$ cat config.mk
export PLATFORM = sky130hd
export DESIGN_NAME = a2d_spi_serf_flat
export DESIGN_NICKNAME = d
export VERILOG_FILES = /design/src/rtl/a2d_spi_serf_if.sv /design/src/rtl/a2d_spi_serf.sv /design/src/flat_wrapper.sv
export SDC_FILE = /design/constraint.sdc
export NUM_CORES = 1
export LEC_CHECK = 0
export ABC_AREA = 1
export CORE_ASPECT_RATIO = 0.9
export CORE_UTILIZATION = 44
export CTS_CLUSTER_SIZE = 14
export DETAILED_ROUTE_END_ITERATION = 8
export GPL_ROUTABILITY_DRIVEN = 1
export PLACE_DENSITY = 0.76
export SLEW_MARGIN = 15
export SYNTH_ARGS = -nofsm -noshare
export SYNTH_HDL_FRONTEND = slang
export SYNTH_SLANG_ARGS = --single-unit
export TNS_END_PERCENT = 1
$ cat constraint.sdc
create_clock -name clk -period 1.8 [get_ports clk]
set_clock_uncertainty 0.1 [all_clocks]
set_input_delay 0.54 -clock clk [delete_from_list [all_inputs] [get_ports clk]]
set_output_delay 0.54 -clock clk [all_outputs]
set_load 0.01 [all_outputs]
$ cat src/rtl/a2d_spi_serf_if.sv
// ============================================================================
// a2d_spi_serf_if : SPI wires between the A2D monarch and the A2D serf model
// Revision: 1.0
// ============================================================================
`default_nettype none

interface a2d_spi_serf_if;
  logic SS_n;
  logic SCLK;
  logic MOSI;
  logic MISO;

  modport master (output SS_n, output SCLK, output MOSI, input MISO);
  modport slave  (input SS_n, input SCLK, input MOSI, output MISO);
endinterface

`default_nettype wire

$ cat src/rtl/a2d_spi_serf.sv
// ============================================================================
// a2d_spi_serf : SPI responder model of an 8-channel 12-bit A2D converter
// Revision: 1.0
// ============================================================================
`default_nettype none

module a2d_spi_serf #(
  parameter int NUM_CH   = 8,
  parameter int RST_CHNL = 0
) (
  input  logic                 clk,
  input  logic                 rst_n,
  a2d_spi_serf_if.slave        spi,
  input  logic [12*NUM_CH-1:0] ch_data,
  output logic                 cmd_rdy,
  output logic [2:0]           chnl,
  output logic                 xfer_err
);

  typedef enum logic [0:0] {
    IDLE  = 1'b0,
    SHIFT = 1'b1
  } state_t;

  state_t      state;
  logic [2:0]  ss_ff;
  logic [2:0]  sclk_ff;
  logic [1:0]  mosi_ff;
  // Only bits [13:11] of the received command matter, so bit 15 is never stored
  logic [14:0] rx_shft;
  logic [15:0] tx_shft;
  logic [4:0]  bit_cnt;
  logic [15:0] resp;

  logic        ss_fall;
  logic        ss_rise;
  logic        sclk_rise;
  logic        sclk_fall;
  logic [14:0] rx_next;
  logic [4:0]  cnt_next;
  logic [2:0]  sel_ch;
  logic [11:0] ch_arr [8];

  // Unpopulated channels read back as zero
  for (genvar i = 0; i < 8; i++) begin : g_ch
    if (i < NUM_CH) begin : g_live
      assign ch_arr[i] = ch_data[12*i +: 12];
    end else begin : g_pad
      assign ch_arr[i] = 12'h000;
    end
  end

  // Sync flops reset low so SS_n held low through reset never looks like a fall
  always_ff @(posedge clk or negedge rst_n) begin
    if (!rst_n) begin
      ss_ff   <= 3'b000;
      sclk_ff <= 3'b000;
      mosi_ff <= 2'b00;
    end else begin
      ss_ff   <= {ss_ff[1:0], spi.SS_n};
      sclk_ff <= {sclk_ff[1:0], spi.SCLK};
      mosi_ff <= {mosi_ff[0], spi.MOSI};
    end
  end

  assign ss_fall   = ~ss_ff[1] &  ss_ff[2];
  assign ss_rise   =  ss_ff[1] & ~ss_ff[2];
  assign sclk_rise =  sclk_ff[1] & ~sclk_ff[2];
  assign sclk_fall = ~sclk_ff[1] &  sclk_ff[2];

  // Shift results are computed ahead so an ss_rise in the same clk sees them
  always_comb begin
    rx_next  = rx_shft;
    cnt_next = bit_cnt;
    if (sclk_rise) begin
      rx_next = {rx_shft[13:0], mosi_ff[1]};
      if (bit_cnt != 5'd31) begin
        cnt_next = bit_cnt + 5'd1;
      end
    end
  end

  assign sel_ch   = rx_next[13:11];
  assign spi.MISO = (state == SHIFT) & tx_shft[15];

  always_ff @(posedge clk or negedge rst_n) begin
    if (!rst_n) begin
      state    <= IDLE;
      rx_shft  <= '0;
      tx_shft  <= '0;
      bit_cnt  <= '0;
      resp     <= 16'h0000;
      chnl     <= 3'(RST_CHNL);
      cmd_rdy  <= 1'b0;
      xfer_err <= 1'b0;
    end else begin
      cmd_rdy  <= 1'b0;
      xfer_err <= 1'b0;
      case (state)
        IDLE: begin
          if (ss_fall) begin
            tx_shft <= resp;
            bit_cnt <= 5'd0;
            state   <= SHIFT;
          end
        end
        SHIFT: begin
          rx_shft <= rx_next;
          bit_cnt <= cnt_next;
          // The first bit is already on MISO, so the first fall is skipped
          if (sclk_fall && (bit_cnt != 5'd0)) begin
            tx_shft <= {tx_shft[14:0], 1'b0};
          end
          if (ss_rise) begin
            state <= IDLE;
            if (cnt_next == 5'd16) begin
              chnl    <= sel_ch;
              resp    <= {4'h0, ch_arr[sel_ch]};
              cmd_rdy <= 1'b1;
            end else begin
              xfer_err <= 1'b1;
            end
          end
        end
        default: state <= IDLE;
      endcase
    end
  end

endmodule

`default_nettype wire

$ cat src/flat_wrapper.sv
// flat-port wrapper written by rule: the top's interface ports become plain ports
module a2d_spi_serf_flat 
#(
  parameter int NUM_CH   = 8,
  parameter int RST_CHNL = 0
)
  (clk, rst_n, ch_data, cmd_rdy, chnl, xfer_err, spi_SS_n, spi_SCLK, spi_MOSI, spi_MISO);
  a2d_spi_serf_if spi_i ();
  input  logic clk;
  input  logic rst_n;
  input  logic [12*NUM_CH-1:0] ch_data;
  output logic cmd_rdy;
  output logic [2:0] chnl;
  output logic xfer_err;
  input wire logic [$bits(spi_i.SS_n)-1:0] spi_SS_n;
  input wire logic [$bits(spi_i.SCLK)-1:0] spi_SCLK;
  input wire logic [$bits(spi_i.MOSI)-1:0] spi_MOSI;
  output wire logic [$bits(spi_i.MISO)-1:0] spi_MISO;
  assign spi_i.SS_n = spi_SS_n;
  assign spi_i.SCLK = spi_SCLK;
  assign spi_i.MOSI = spi_MOSI;
  assign spi_MISO = spi_i.MISO;
  a2d_spi_serf #(.NUM_CH(NUM_CH), .RST_CHNL(RST_CHNL)) u_core (.clk(clk), .rst_n(rst_n), .spi(spi_i), .ch_data(ch_data), .cmd_rdy(cmd_rdy), .chnl(chnl), .xfer_err(xfer_err));
endmodule
Word-level counts from Yosys, hierarchy flattened. Cells that the tools add are included.

$add $sub $neg: 1. Magnitude comparators: 1. Equality and inequality tests: 4. Multiplexer cells: 20. Bitwise gates (word level): 11. Reductions and logical operators: 5.

Operators with widths (number): $bmux W12 S3 (1); $mux W16 (2); $pmux W16 S2 (1); $mux W12 (2); $mux W5 (3); $mux W14 (1); $pmux W5 S2 (1); $mux W1 (8); $add A5 B1 Y5 const B (1); $and A1 B1 Y1 (5); $eq A5 B5 Y1 const B (1); $ne A5 B5 Y1 const B (1); $not A1 Y1 (5); $reduce_bool A5 Y1 (1); $ge A4 B4 Y1 const B (1); $not A3 Y4 (1); $reduce_and A2 Y1 (2); $reduce_and A3 Y1 (1); $ne A2 B1 Y1 const B (1); $ne A2 B2 Y1 const B (1); $pmux W1 S2 (1); $logic_and A1 B1 Y1 (1).

Register bits: 61. Output and inout port bits: 6.

Logic depth before layout (Yosys ltp). Gate-level depths: netlist of the first run.

Word-level depth: 7. Depth in mapped cells: 13.

Worst setup path after synthesis of the first run. OpenSTA, ideal clock, no wires.

Kind: reg-to-reg. Start: register u_core.bit_cnt[0]. End: register u_core.resp[0]. Library setup time: 0.116 ns. Arrival time: 1.604 ns. Setup slack: -0.020 ns. Cell stages (with the launch flop): 11. Cells stage by stage: dfrtp_1 ha_1 inv_1 nor2_1 nand3_1 nand3_1 nor2_4 nand3_4 buf_2 nand2_1 nand2_1.

Longest elaborated chain between the ends: 5.

RTL lines: from (decl) (RTL line a2d_spi_serf.sv:32) `logic [4:0] bit_cnt;`; from (signal assigned) (RTL line a2d_spi_serf.sv:109) `bit_cnt <= cnt_next;`; $add A5 B1 Y5 or $ne A5 B5 Y1 (tied branches) (RTL line a2d_spi_serf.sv:78, a2d_spi_serf.sv:77); $mux W5 (RTL line a2d_spi_serf.sv:77) `if (bit_cnt != 5'd31) begin`; $mux W5 * (RTL line a2d_spi_serf.sv:75) `if (sclk_rise) begin`; $eq A5 B5 Y1 * (RTL line a2d_spi_serf.sv:116) `if (cnt_next == 5'd16) begin`; $reduce_and A3 Y1 (no source line) *; to (signal assigned) (RTL line a2d_spi_serf.sv:118) `resp <= {4'h0, ch_arr[sel_ch]};`; to (decl) (RTL line a2d_spi_serf.sv:33) `logic [15:0] resp;`.

Every way passes the cells marked *; elsewhere a longest branch is shown, timed or not. A chain may end at the register's enable or synchronous reset.

Worst setup path in the final report of the first run.
Start: register u_core.bit_cnt[0]. End: register u_core.resp[5].

The elaborated chain is that of the path after synthesis.

==> results of run 1 <==
[state kept, by name, summed over array words and instances (netlist names), 2 cells and up]
signal,cells
u_core.chnl,3
u_core.rx_shft,14
u_core.sclk_ff,3
u_core.bit_cnt,5
u_core.ss_ff,3
u_core.resp,12
u_core.mosi_ff,2
u_core.tx_shft,16
[final timing paths]
check	depth (start not counted)	from	end
min in group asynchronous	2	rst_n	u_core.rx_shft[10]$_DFFE_PN0P_
hold / removal	0	u_core.mosi_ff[0]$_DFF_PN0_	u_core.mosi_ff[1]$_DFF_PN0_
hold reg to reg	0	u_core.mosi_ff[0]$_DFF_PN0_	u_core.mosi_ff[1]$_DFF_PN0_
setup / recovery	12	u_core.bit_cnt[0]$_DFFE_PN0P_	u_core.resp[5]$_DFFE_PN0P_
setup reg to reg	12	u_core.bit_cnt[0]$_DFFE_PN0P_	u_core.resp[5]$_DFFE_PN0P_
max in group asynchronous	3	rst_n	u_core.rx_shft[1]$_DFFE_PN0P_
[cell families after synthesis]
logic type,Yosys count,share of synthesized area [%]
AND/OR/NAND/NOR,351,40.6
buffers and inverters,129,13.0
flip-flops,61,38.2
AO/OA/AOI/OAI,37,5.07
multiplexers,9,2.54
adder cells (fa/ha/maj),2,0.626
[cell usage after synthesis (3+ instances only)]
master,instances,area share [%]
buf_2,13,1.6
nor2_1,7,0.66
nand4_1,5,0.78
nand2_2,5,0.78
o21ai_0,30,3.8
dfrtp_1,61,38
nand2_1,227,21
mux2_2,9,2.5
nand2_4,3,0.85
clkbuf_1,9,0.85
o21ai_2,3,0.66
nand3_1,72,9.0
nand3b_1,24,4.5
inv_1,101,9.5
[cell type report]
cell class	instances	area (um^2)	share of cell area, %
timing repair buffer	130	1360	24.1
inverter	103	387	6.87
multi-input combinational	399	1990	35.4
clock buffer	11	151	2.69
tap	119	149	2.65
clock inverter	5	65.1	1.16
sequential	61	1530	27.2
[routing by layer]
layer  vias up  part of all wire [%]  GRT usage [%]
met2       117                    50           41.9
met4         0                   2.3           8.81
met5         -                     0              0
li1       2039                     -              -
met1      1837                    42           27.4
met3        29                   5.4           6.87
[worst reg2reg max path, delay by kind of cell (launching register included)]
kind,cells,cell delay [ps]
and+or+nand+nor,9,860
DFF,1,430
buffers and inverters,2,190
adders and majority gates,1,180
[metrics by stage]
stage	hold slack, ps	setup WS [ps]	instances
after floorplan	144	5.54	589
after global placement	236	-26.7	808
after detailed placement	236	-201	808
after CTS	259	15.9	826
after global routing	267	-140	828
final	258	-7.63	828
[repair_timing]
item,in CTS,in global routing
endpoints found under the setup margin,23,29
hold endpoints to repair,9,0
setup buffers,1,2
hold buffers,1,0
gates resized for setup,14,3
pin swaps,3,5
[power by group]
part           switching, uW  leakage, uW  internal [uW]  total (uW)
Clock                    556     0.000111            729        1280
Sequential               126     0.000725           1600        1730
Combinational           1170      0.00211            919        2090
Total                   1850      0.00295           3250        5100
==> summary.txt, run 1 <==
Final layout
  – Share of layout cells above drive strength 1: 11.0%
  – Post-Route Utilization: approximately 65%
  – Total inserted antenna cells: 0
  – Commonest non-fill, non-tap cells in the layout: nand2_1 (227), inv_1 (100), clkdlybuf4s50_1 (99)
  – Layout fillers: between 700 and 800
  – Most common cell after layout, fill and taps aside: nand2_1
  – Area Growth Syn to Fin: 40.8%
  – Final Cell Area: roughly 5600 um^2
  – Nets: just over 800

CTS
  – CTS Buf Count: 9
  – Root buffer cell: clkbuf_8
  – Clock Path Buffers: 2
  – CTS tree: yes
  – CTS sink cnt: 61
  – Clk Latency, worst-skew pair: 340 ps
  – H-Tree Depth: 3
  – Clk slew on worst S/H paths: 80 ps

Global route
  – First-pass GRT wire length: 17,600 um
  – Vias in the first global route: approximately 4,000
  – Global route total overflow: 0
  – Largest net degree at the start of global routing: 50
  – GRT Util Overall: 24.0%
  – Antenna violations before repair: 0

Logic synthesis
  – Top FF cell, synth: dfrtp_1
  – Seq cells post-synth: slightly above 60
  – Number of synthesized flops with an enable pin: 0
  – Async SR Flop Fraction: 100%
  – Sequential-to-total area share from yosys stat: between 30% and 40%
  – Syn Inst Count: 589
  – Unique masters post-synth: 27
  – Syn Area/Cell: 6.79 um^2
  – Syn. warnings: 0
  – Syn nets: between 600 and 700
  – Synth Cell Area: around 4000 um^2

Detailed routing
  – Routed WL per cell: between 10 and 15 um
  – Vias per inst: slightly below 5
  – Antenna viol nets, final: 0
  – DRC: 0
  – Initial drt markers: roughly 280
  – Total Wirelength: between 10,000 and 15,000 um
  – Via count: 4,022
  – Detailed Routing Iterations Pass 1: 4

Flow run
  – Max cap viols: 0

Critical path
  – R2R Setup Slk: -8 ps
  – CP max FO: 12
  – CP required: about 2000 ps
  – Worst path max stage delay: between 400 and 500 ps
  – CP bufs+invs: 2
  – Top delay family on crit path: simple AND/OR/NAND/NOR gates
  – Worst-path cell chain: ha_4, inv_2, nor2_4, nand2_2, nand2_2, nand3_2, nor2_4, nand2_4, nor2_4, buf_12, nand2_1, nand2_1
  – Slowest CP cell: dfrtp_2
  – Worst EP arrival: 1990 ps
  – Worst Setup End Kind: flop
  – Most frequent CP cell: nor2_4
  – Crit path kind: flop to flop
  – Startpoint Class: flop

Die
  – Die width: between 100 and 150 um
  – Ports: between 100 and 150
  – Starting Density: about 46%
  – Die area: 9470 um^2
  – Core Rows: 32
  – Core Area: around 8700 um^2
  – Die Ht: between 90 and 100 um

Timing
  – Max transition margin: a little under three quarters
  – Tcrit/Tclk final: 100%
  – Final hold vios: 0
  – Final setup margin: -7.63 ps
  – Final setup fails: 6
  – Final min period: 1810 ps
  – Least-Margin Pin Slew: 437 ps
  – Final max-slew violation count: 0
  – RSZ-0062 raised after global routing: yes
  – Setup_tns: -30.7 ps
  – Achievable Freq: 0.553 GHz

Power
  – Pwr Density: 907 nW/um^2
  – VDD IR max: ~0.0005 V
  – LEAKAGE: around 0.0029 uW
  – Pwr Total: between 5000 and 6000 uW

Place
  – Port Buffers: 106
  – Gpl congestion: a little over 0.8
  – DP HPWL: just under 8000 um
  – Dpl cell area: approximately 5300 um^2

Outcome
  – Failing checks: negative setup slack
  – Status: finished, violations left

Hold path
  – HP Class: flop to flop
Note: power is estimated with default switching activity, not from simulation.
==> run 2, diff against run 1 <==
Settings changed: REMOVE_ABC_BUFFERS set to 1.
==> summary.txt, run 2 (same netlist as run 1, synthesis figures left out) <==
Timing
  – Tcrit/Tclk final: 98.4% (-2.0 points)
  – Final setup fails: 0 (-6)
  – Achievable Freq: 0.565 GHz (+2.1%)
  – Final hold vios: 0 (unchanged)
  – Least-Margin Pin Slew: 490 ps (+52.8 ps)
  – Max transition margin: 67.3% (-3.5 points)
  – RSZ-0062 raised after global routing: yes
  – Final min period: 1770 ps (-36.7 ps)
  – Final max-slew violation count: 0 (unchanged)

CTS
  – H-Tree Depth: 3 (unchanged)
  – Hold-fix buffers at CTS: 0 (-1)
  – Root buffer cell: clkbuf_8
  – Clock Path Buffers: 2 (unchanged)
  – CTS tree: yes
  – Clk Latency, worst-skew pair: 350 ps (about the same)
  – CTS Buf Count: 9 (unchanged)
  – CTS sink cnt: 61 (unchanged)
  – Clk slew on worst S/H paths: 80 ps (about the same)

Final layout
  – Biggest register: u_core.tx_shft
  – Nets: 804 (-0.37%)
  – Layout fillers: 782 (+1.0%)
  – Most common cell after layout, fill and taps aside: nand2_1
  – Max reg flops: 16 (unchanged)
  – Area Growth Syn to Fin: 39.6%
  – Share of layout cells above drive strength 1: 11.2% (+0.19 points)
  – Non-filler cells in the finished layout: 825 (-0.36%)
  – Total inserted antenna cells: 0 (unchanged)
  – Commonest non-fill, non-tap cells in the layout: nand2_1 (227), clkdlybuf4s50_1 (99), inv_1 (98)
  – Regs by FF count: u_core.tx_shft x16, u_core.rx_shft x14, u_core.resp x12

Detailed routing
  – Vias per inst: 4.86 (about the same)
  – Detailed Routing Iterations Pass 1: 5 (+1)
  – Via count: 4,010 (-0.30%)
  – DR WL met2: 4940 um (-5.9%)
  – Top sig layer: met4
  – DRC: 0 (unchanged)
  – Total Wirelength: 9840 um (-6.5%)
  – Routed WL per cell: 11.9 um (-6.2%)
  – Antenna viol nets, final: 0 (unchanged)
  – WL met1: 4310 um (-3.5%)
  – Met3 wire len: 428 um (-24%)
  – Initial drt markers: 196 (-29%)

Die
  – Core Area: 8690 um^2 (unchanged)
  – Die width: 102 um (unchanged)
  – Die area: 9470 um^2 (unchanged)
  – Die Ht: 92.4 um (unchanged)
  – Starting Density: 46.0% (unchanged)
  – Ports: 107 (unchanged)
  – Core Rows: 32 (unchanged)

Critical path
  – CP required: 1980 ps (about the same)
  – Worst Reg-to-Reg Cells: 12 (unchanged)
  – Reg2reg start: u_core.bit_cnt[0]$_DFFE_PN0P_
  – Startpoint Class: flop
  – R2R Setup Slk: 30 ps (+40 ps)
  – Worst Setup End Kind: flop
  – Worst r2r dst: u_core.resp[2]$_DFFE_PN0P_
  – CP max FO: 13 (+1)
  – Critical Path Start: u_core.bit_cnt[0]$_DFFE_PN0P_
  – Crit path kind: flop to flop
  – Worst EP arrival: 1950 ps (-40 ps)
  – Termination of the worst setup path: u_core.resp[2]$_DFFE_PN0P_

Global route
  – Vias in the first global route: 3,971 (-1.9%)
  – Global route total overflow: 0 (unchanged)
  – GRT Util Overall: 22.7% (-1.3 points)
  – Antenna violations before repair: 0 (unchanged)
  – Largest net degree at the start of global routing: 50 (unchanged)
  – First-pass GRT wire length: 17,000 um (-3.5%)

Power
  – VDD IR max: 0.000479 V (-6.4%)
  – Pwr Density: 877 nW/um^2 (-3.3%)
  – LEAKAGE: 0.00291 uW (-1.4%)
  – Pwr Total: 4890 uW (-4.1%)

Place
  – Gpl congestion: 0.895 (+11%)
  – Placed insts: 808 (unchanged)
  – Port Buffers: 106 (unchanged)
  – DP HPWL: 7450 um (-6.0%)

Flow run
  – Max cap viols: 0 (unchanged)

Hold path
  – HP Class: input port to async pin

Outcome
  – Status: finished clean
==> run 2: per-stage QoR <==
stage | setup TNS, ps | hold slack [ps] | setup WS, ps | util [%] | area [um^2]
after CTS | -571 | 38.5 | -61.4 | 63.5 | 5520
after floorplan | -6420 | 144 | -444 | - | 3860
after detailed placement | -1590 | 236 | -132 | 61.4 | 5330
after global placement | -192 | 233 | -23.7 | 61.4 | 5330
after global routing | -830 | 61.7 | -75.2 | 64.2 | 5580
final | 0 | 44.2 | 29.1 | 64.2 | 5580
==> run 2: where the power goes <==
part	internal (uW)	leakage, uW	total, uW	switching (uW)
Combinational	916	0.00209	2040	1120
Sequential	1600	0.000726	1730	131
Clock	542	0.0000889	1120	578
Total	3060	0.00291	4890	1830
==> run 2: timing repair <==
item / CTS / global route
resized for setup: 9 / 11
pin swaps: 0 / 4
setup buffers: 0 / 1
setup endpoints to repair: 22 / 27
==> run 2: final cells by class <==
cell class | count | area (um^2) | share of cell area, %
inverter | 103 | 387 | 6.93
multi-input combinational | 399 | 2000 | 35.8
tap | 119 | 149 | 2.67
clock buffer | 10 | 138 | 2.47
timing repair buffer | 127 | 1330 | 23.9
clock inverter | 6 | 46.3 | 0.830
sequential | 61 | 1530 | 27.4
==> run 2: worst min-delay path by stage <==
| stage | startpoint | to | slack, ps | cells after the start |
|---|---|---|---|---|
| after floorplan | rst_n | u_core.bit_cnt[0]$_DFFE_PN0P_ | 140 | 0 |
| after global placement | u_core.mosi_ff[0]$_DFF_PN0_ | u_core.mosi_ff[1]$_DFF_PN0_ | 230 | 0 |
| after detailed placement | u_core.ss_ff[0]$_DFF_PN0_ | u_core.ss_ff[1]$_DFF_PN0_ | 240 | 0 |
| after CTS | rst_n | u_core.rx_shft[2]$_DFFE_PN0P_ | 40 | 1 |
| after global routing | rst_n | u_core.rx_shft[2]$_DFFE_PN0P_ | 60 | 1 |
| final | rst_n | u_core.rx_shft[2]$_DFFE_PN0P_ | 40 | 1 |
==> run 2: critical path, stage by stage (launching register included) <==
cell and delay [ps]:
dfrtp_1 420, ha_4 180, inv_2 50, nor2_4 110, nand2_2 60, nand2_2 80
nand3_2 80, nor2_4 180, nand2_4 70, nor2_4 120, buf_12 140, nand2_1 50
nand2_1 60
==> run 2: routing by layer <==
layer	vias to the layer above	GRT usage, %
met1	1859	26.7
li1	2039	-
met3	15	5.66
met2	97	39.7
met5	-	0
met4	0	7.74
==> run 3, diff against run 2 <==
Settings changed: ABC_AREA 1 to not set, CORE_UTILIZATION 44 to 43, PLACE_DENSITY 0.76 to 0.77.
==> summary.txt, run 3 <==
Die
  – Die Ht: 87.1 um (-5.7%)
  – Ports: 107 (unchanged)
  – Core Area: 7660 um^2 (-12%)
  – Die area: 8410 um^2 (-11%)
  – Core Rows: 30 (-6.3%)
  – Starting Density: 45.2% (-0.80 points)
  – Die width: 96.6 um (-5.8%)

Logic synthesis
  – Seq cells post-synth: 61 (unchanged)
  – Synth top cells by count: dfrtp_1 (61), nor2_1 (28), clkbuf_1 (24)
  – Top FF cell, synth: dfrtp_1
  – Cell taking the most area after synthesis: dfrtp_1
  – Sequential-to-total area share from yosys stat: 44.1% (+5.9 points)
  – Top-count cell post-synth: dfrtp_1
  – Syn. warnings: 0 (unchanged)
  – Number of synthesized flops with an enable pin: 0 (unchanged)
  – Synth area leaders: dfrtp_1 (44%), mux2_2 (6.2%), o221ai_1 (5.6%), o211ai_1 (4.8%), o31ai_1 (4.8%)
  – Async SR Flop Fraction: 100% (unchanged)
  – Syn Inst Count: 345 (-41%)
  – Synth Cell Area: 3460 um^2 (-13%)
  – Unique masters post-synth: 46 (+70%)
  – Syn Area/Cell: 10.0 um^2 (+48%)
  – Synth top area share: 44.1% (+5.9 points)

Power
  – Clk pwr share: 29.1% (+6.2 points)
  – LEAKAGE: 0.00226 uW (-22%)
  – Cell internal pwr: 2660 uW (-13%)
  – Sw Ratio: 29.6% (-7.9 points)
  – Pwr Density: 724 nW/um^2 (-17%)
  – Comb pwr share: 27.9% (-14 points)
  – VDD IR max: 0.000707 V (+48%)
  – Sequential Power Share: 43.1% (+7.7 points)
  – Sw Pwr: 1120 uW (-39%)

Timing
  – Final max-slew violation count: 0 (unchanged)
  – Final min period: 2110 ps (+343 ps)
  – Max transition margin: 72.2% (+4.9 points)
  – Setup_tns: -4350 ps (-4350 ps)
  – Tcrit/Tclk final: 117% (+19 points)
  – RSZ-0062 raised after global routing: yes
  – Achievable Freq: 0.473 GHz (-16%)
  – Final setup fails: 18 (+18)
  – Least-Margin Pin Slew: 410 ps (-79.7 ps)
  – Final hold vios: 0 (unchanged)
  – Final setup margin: -314 ps (-343 ps)

Outcome
  – Failing checks: negative setup slack
  – Status: finished, violations left

CTS
  – CTS Buf Count: 9 (unchanged)
  – Clock Path Buffers: 2 (unchanged)
  – Root buffer cell: clkbuf_8
  – Clk Latency, worst-skew pair: 350 ps (about the same)
  – H-Tree Depth: 3 (unchanged)
  – Post-CTS Setup Inserts: 0 (unchanged)
  – Hold-fix buffers at CTS: 0 (unchanged)
  – CTS tree: yes
  – Clk slew on worst S/H paths: 80 ps (about the same)
  – CTS sink cnt: 61 (unchanged)

Critical path
  – Reg2reg start: u_core.bit_cnt[0]$_DFFE_PN0P_
  – CP max FO: 16 (+3)
  – Worst path max stage delay: 370 ps (-50 ps)
  – Worst-path cell chain: ha_2, nand4_1, a211o_1, o31a_1, nor3_4, buf_12, mux2_2
  – Worst Reg-to-Reg Cells: 7 (-5)
  – Worst Setup End Kind: flop
  – Startpoint Class: flop
  – CP required: 1940 ps (-40 ps)
  – Slowest CP cell: dfrtp_1
  – Crit path kind: flop to flop
  – Worst r2r dst: u_core.resp[9]$_DFFE_PN0P_
  – Worst EP arrival: 2250 ps (+300 ps)
  – R2R Setup Slk: -310 ps (-340 ps)

Place
  – DP HPWL: 7320 um (-1.7%)
  – Gpl congestion: 0.820 (-8.4%)
  – Port Buffers: 106 (unchanged)
  – Placed insts: 565 (-30%)
  – Dpl cell area: 4980 um^2 (-6.6%)

Global route
  – Largest net degree at the start of global routing: 62 (+24%)
  – GRT Util Overall: 25.5% (+2.8 points)
  – Vias in the first global route: 3,392 (-15%)
  – Global route total overflow: 0 (unchanged)
  – First-pass GRT wire length: 16,100 um (-5.2%)
  – Antenna violations before repair: 0 (unchanged)

Detailed routing
  – Routed WL per cell: 17.3 um (+45%)
  – Total Wirelength: 10,100 um (+2.2%)
  – Via count: 3,349 (-16%)
  – Vias per inst: 5.76 (+19%)
  – Detailed Routing Iterations Pass 1: 4 (-1)
  – DRC: 0 (unchanged)
  – Antenna viol nets, final: 0 (unchanged)
  – Initial drt markers: 146 (-26%)

Final layout
  – Commonest non-fill, non-tap cells in the layout: clkdlybuf4s50_1 (99), dfrtp_1 (61), buf_4 (37)
  – Area Growth Syn to Fin: 50.6%
  – Non-filler cells in the finished layout: 581 (-30%)
  – Layout fillers: 615 (-21%)
  – Max reg flops: 16 (unchanged)
  – Total inserted antenna cells: 0 (unchanged)
  – Biggest register: u_core.tx_shft
  – Nets: 583 (-27%)
  – Most common cell after layout, fill and taps aside: clkdlybuf4s50_1
  – Regs by FF count: u_core.tx_shft x16, u_core.rx_shft x14, u_core.resp x12
  – Share of layout cells above drive strength 1: 20.6% (+9.4 points)
  – Final Cell Area: 5220 um^2 (-6.5%)

Flow run
  – Max cap viols: 0 (unchanged)

Hold path
  – HP Class: input port to async pin
-- run 3: cell types whose count changed after synthesis, sizes merged, moves of 9 or more --
| cell | previous run | this run |
|---|---|---|
| nand2 | 235 | 21 |
| inv | 103 | 9 |
| nand3 | 75 | 3 |
| o211ai | 0 | 22 |
| o221ai | 0 | 22 |
| o31ai | 0 | 22 |
| nand3b | 24 | 3 |
| mux2 | 9 | 27 |
| nor2 | 11 | 28 |
| clkbuf | 10 | 24 |
| o21ai | 33 | 19 |
| o22ai | 0 | 14 |
| mux2i | 0 | 13 |
| buf | 16 | 7 |
-- run 3: kinds of logic after synthesis --
family,Yosys count,share of synthesized area (%)
simple gates,75,10.7
flops,61,44.1
buf+inv,41,5.02
mux,40,12.5
fa+ha+maj,2,0.723
compound gates,126,27.0
-- run 3: layout make-up --
cell class / instances / area, um^2 / share of cell area (%)
clock buffers: 9 / 124 / 2.38
multi-input cells: 243 / 1830 / 35.1
flip-flops and latches: 61 / 1530 / 29.3
inverters: 10 / 40.0 / 0.768
repair buffers: 155 / 1530 / 29.3
well taps: 96 / 120 / 2.30
clock inverters: 7 / 48.8 / 0.936
-- run 3: layer usage --
metal	vias to the layer above	global-route usage [%]	wire (um)	share of wire (%)
met5	-	0	0	0
met4	0	11.2	275	2.7
met3	23	6.54	639	6.3
met2	97	43.3	4960	49
met1	1630	30.4	4190	42
li1	1599	-	-	-
-- run 3: power by group through the flow --
stage | Combinational (uW) | Clock [uW] | Sequential [uW]
3_5_place_dp | 980 | 0 | 1650
6_report | 1050 | 1100 | 1630
3_3_place_gp | 946 | 0 | 1640
2_1_floorplan | 422 | 0 | 1650
4_1_cts | 1020 | 1120 | 1630
5_1_grt | 1140 | 1190 | 1640
-- run 3: critical path, delay by kind of cell, from the launching register on --
kind / cells / cell delay (ps)
mux: 1 / 340
fa+ha+maj: 1 / 210
flops: 1 / 370
compound gates: 2 / 470
buf+inv: 1 / 180
simple gates: 2 / 310
-- run 3: how the worst max path moves through the flow --
| stage | slack [ps] | endpoint | from | cells past startpoint |
|---|---|---|---|---|
| finish | -310 | u_core.resp[9]$_DFFE_PN0P_ | u_core.bit_cnt[0]$_DFFE_PN0P_ | 7 |
| global route | -420 | u_core.chnl[0]$_DFFE_PN0P_ | u_core.bit_cnt[0]$_DFFE_PN0P_ | 7 |
| CTS | -300 | u_core.resp[9]$_DFFE_PN0P_ | u_core.bit_cnt[0]$_DFFE_PN0P_ | 7 |
| detailed placement | -320 | u_core.resp[9]$_DFFE_PN0P_ | u_core.bit_cnt[0]$_DFFE_PN0P_ | 7 |
| global placement | -270 | u_core.resp[10]$_DFFE_PN0P_ | u_core.bit_cnt[0]$_DFFE_PN0P_ | 7 |
| floorplan | -1640 | u_core.chnl[0]$_DFFE_PN0P_ | u_core.sclk_ff[1]$_DFF_PN0_ | 5 |
-- run 3: repair_timing --
action,CTS,global route
endpoints found under the setup margin,36,33
resized for setup,23,13
pin swaps,4,1
-- run 3: metrics by stage --
step | power (uW) | hold WS [ps] | setup slack, ps | utilization [%]
CTS | 3770 | 94.9 | -303 | 67.8
global route | 3980 | 91.5 | -416 | 68.1
detailed placement | 2630 | 239 | -318 | 65.0
global placement | 2580 | 233 | -275 | 65.0
finish | 3770 | 78.8 | -314 | 68.1
floorplan | 2080 | 144 | -1640 | -
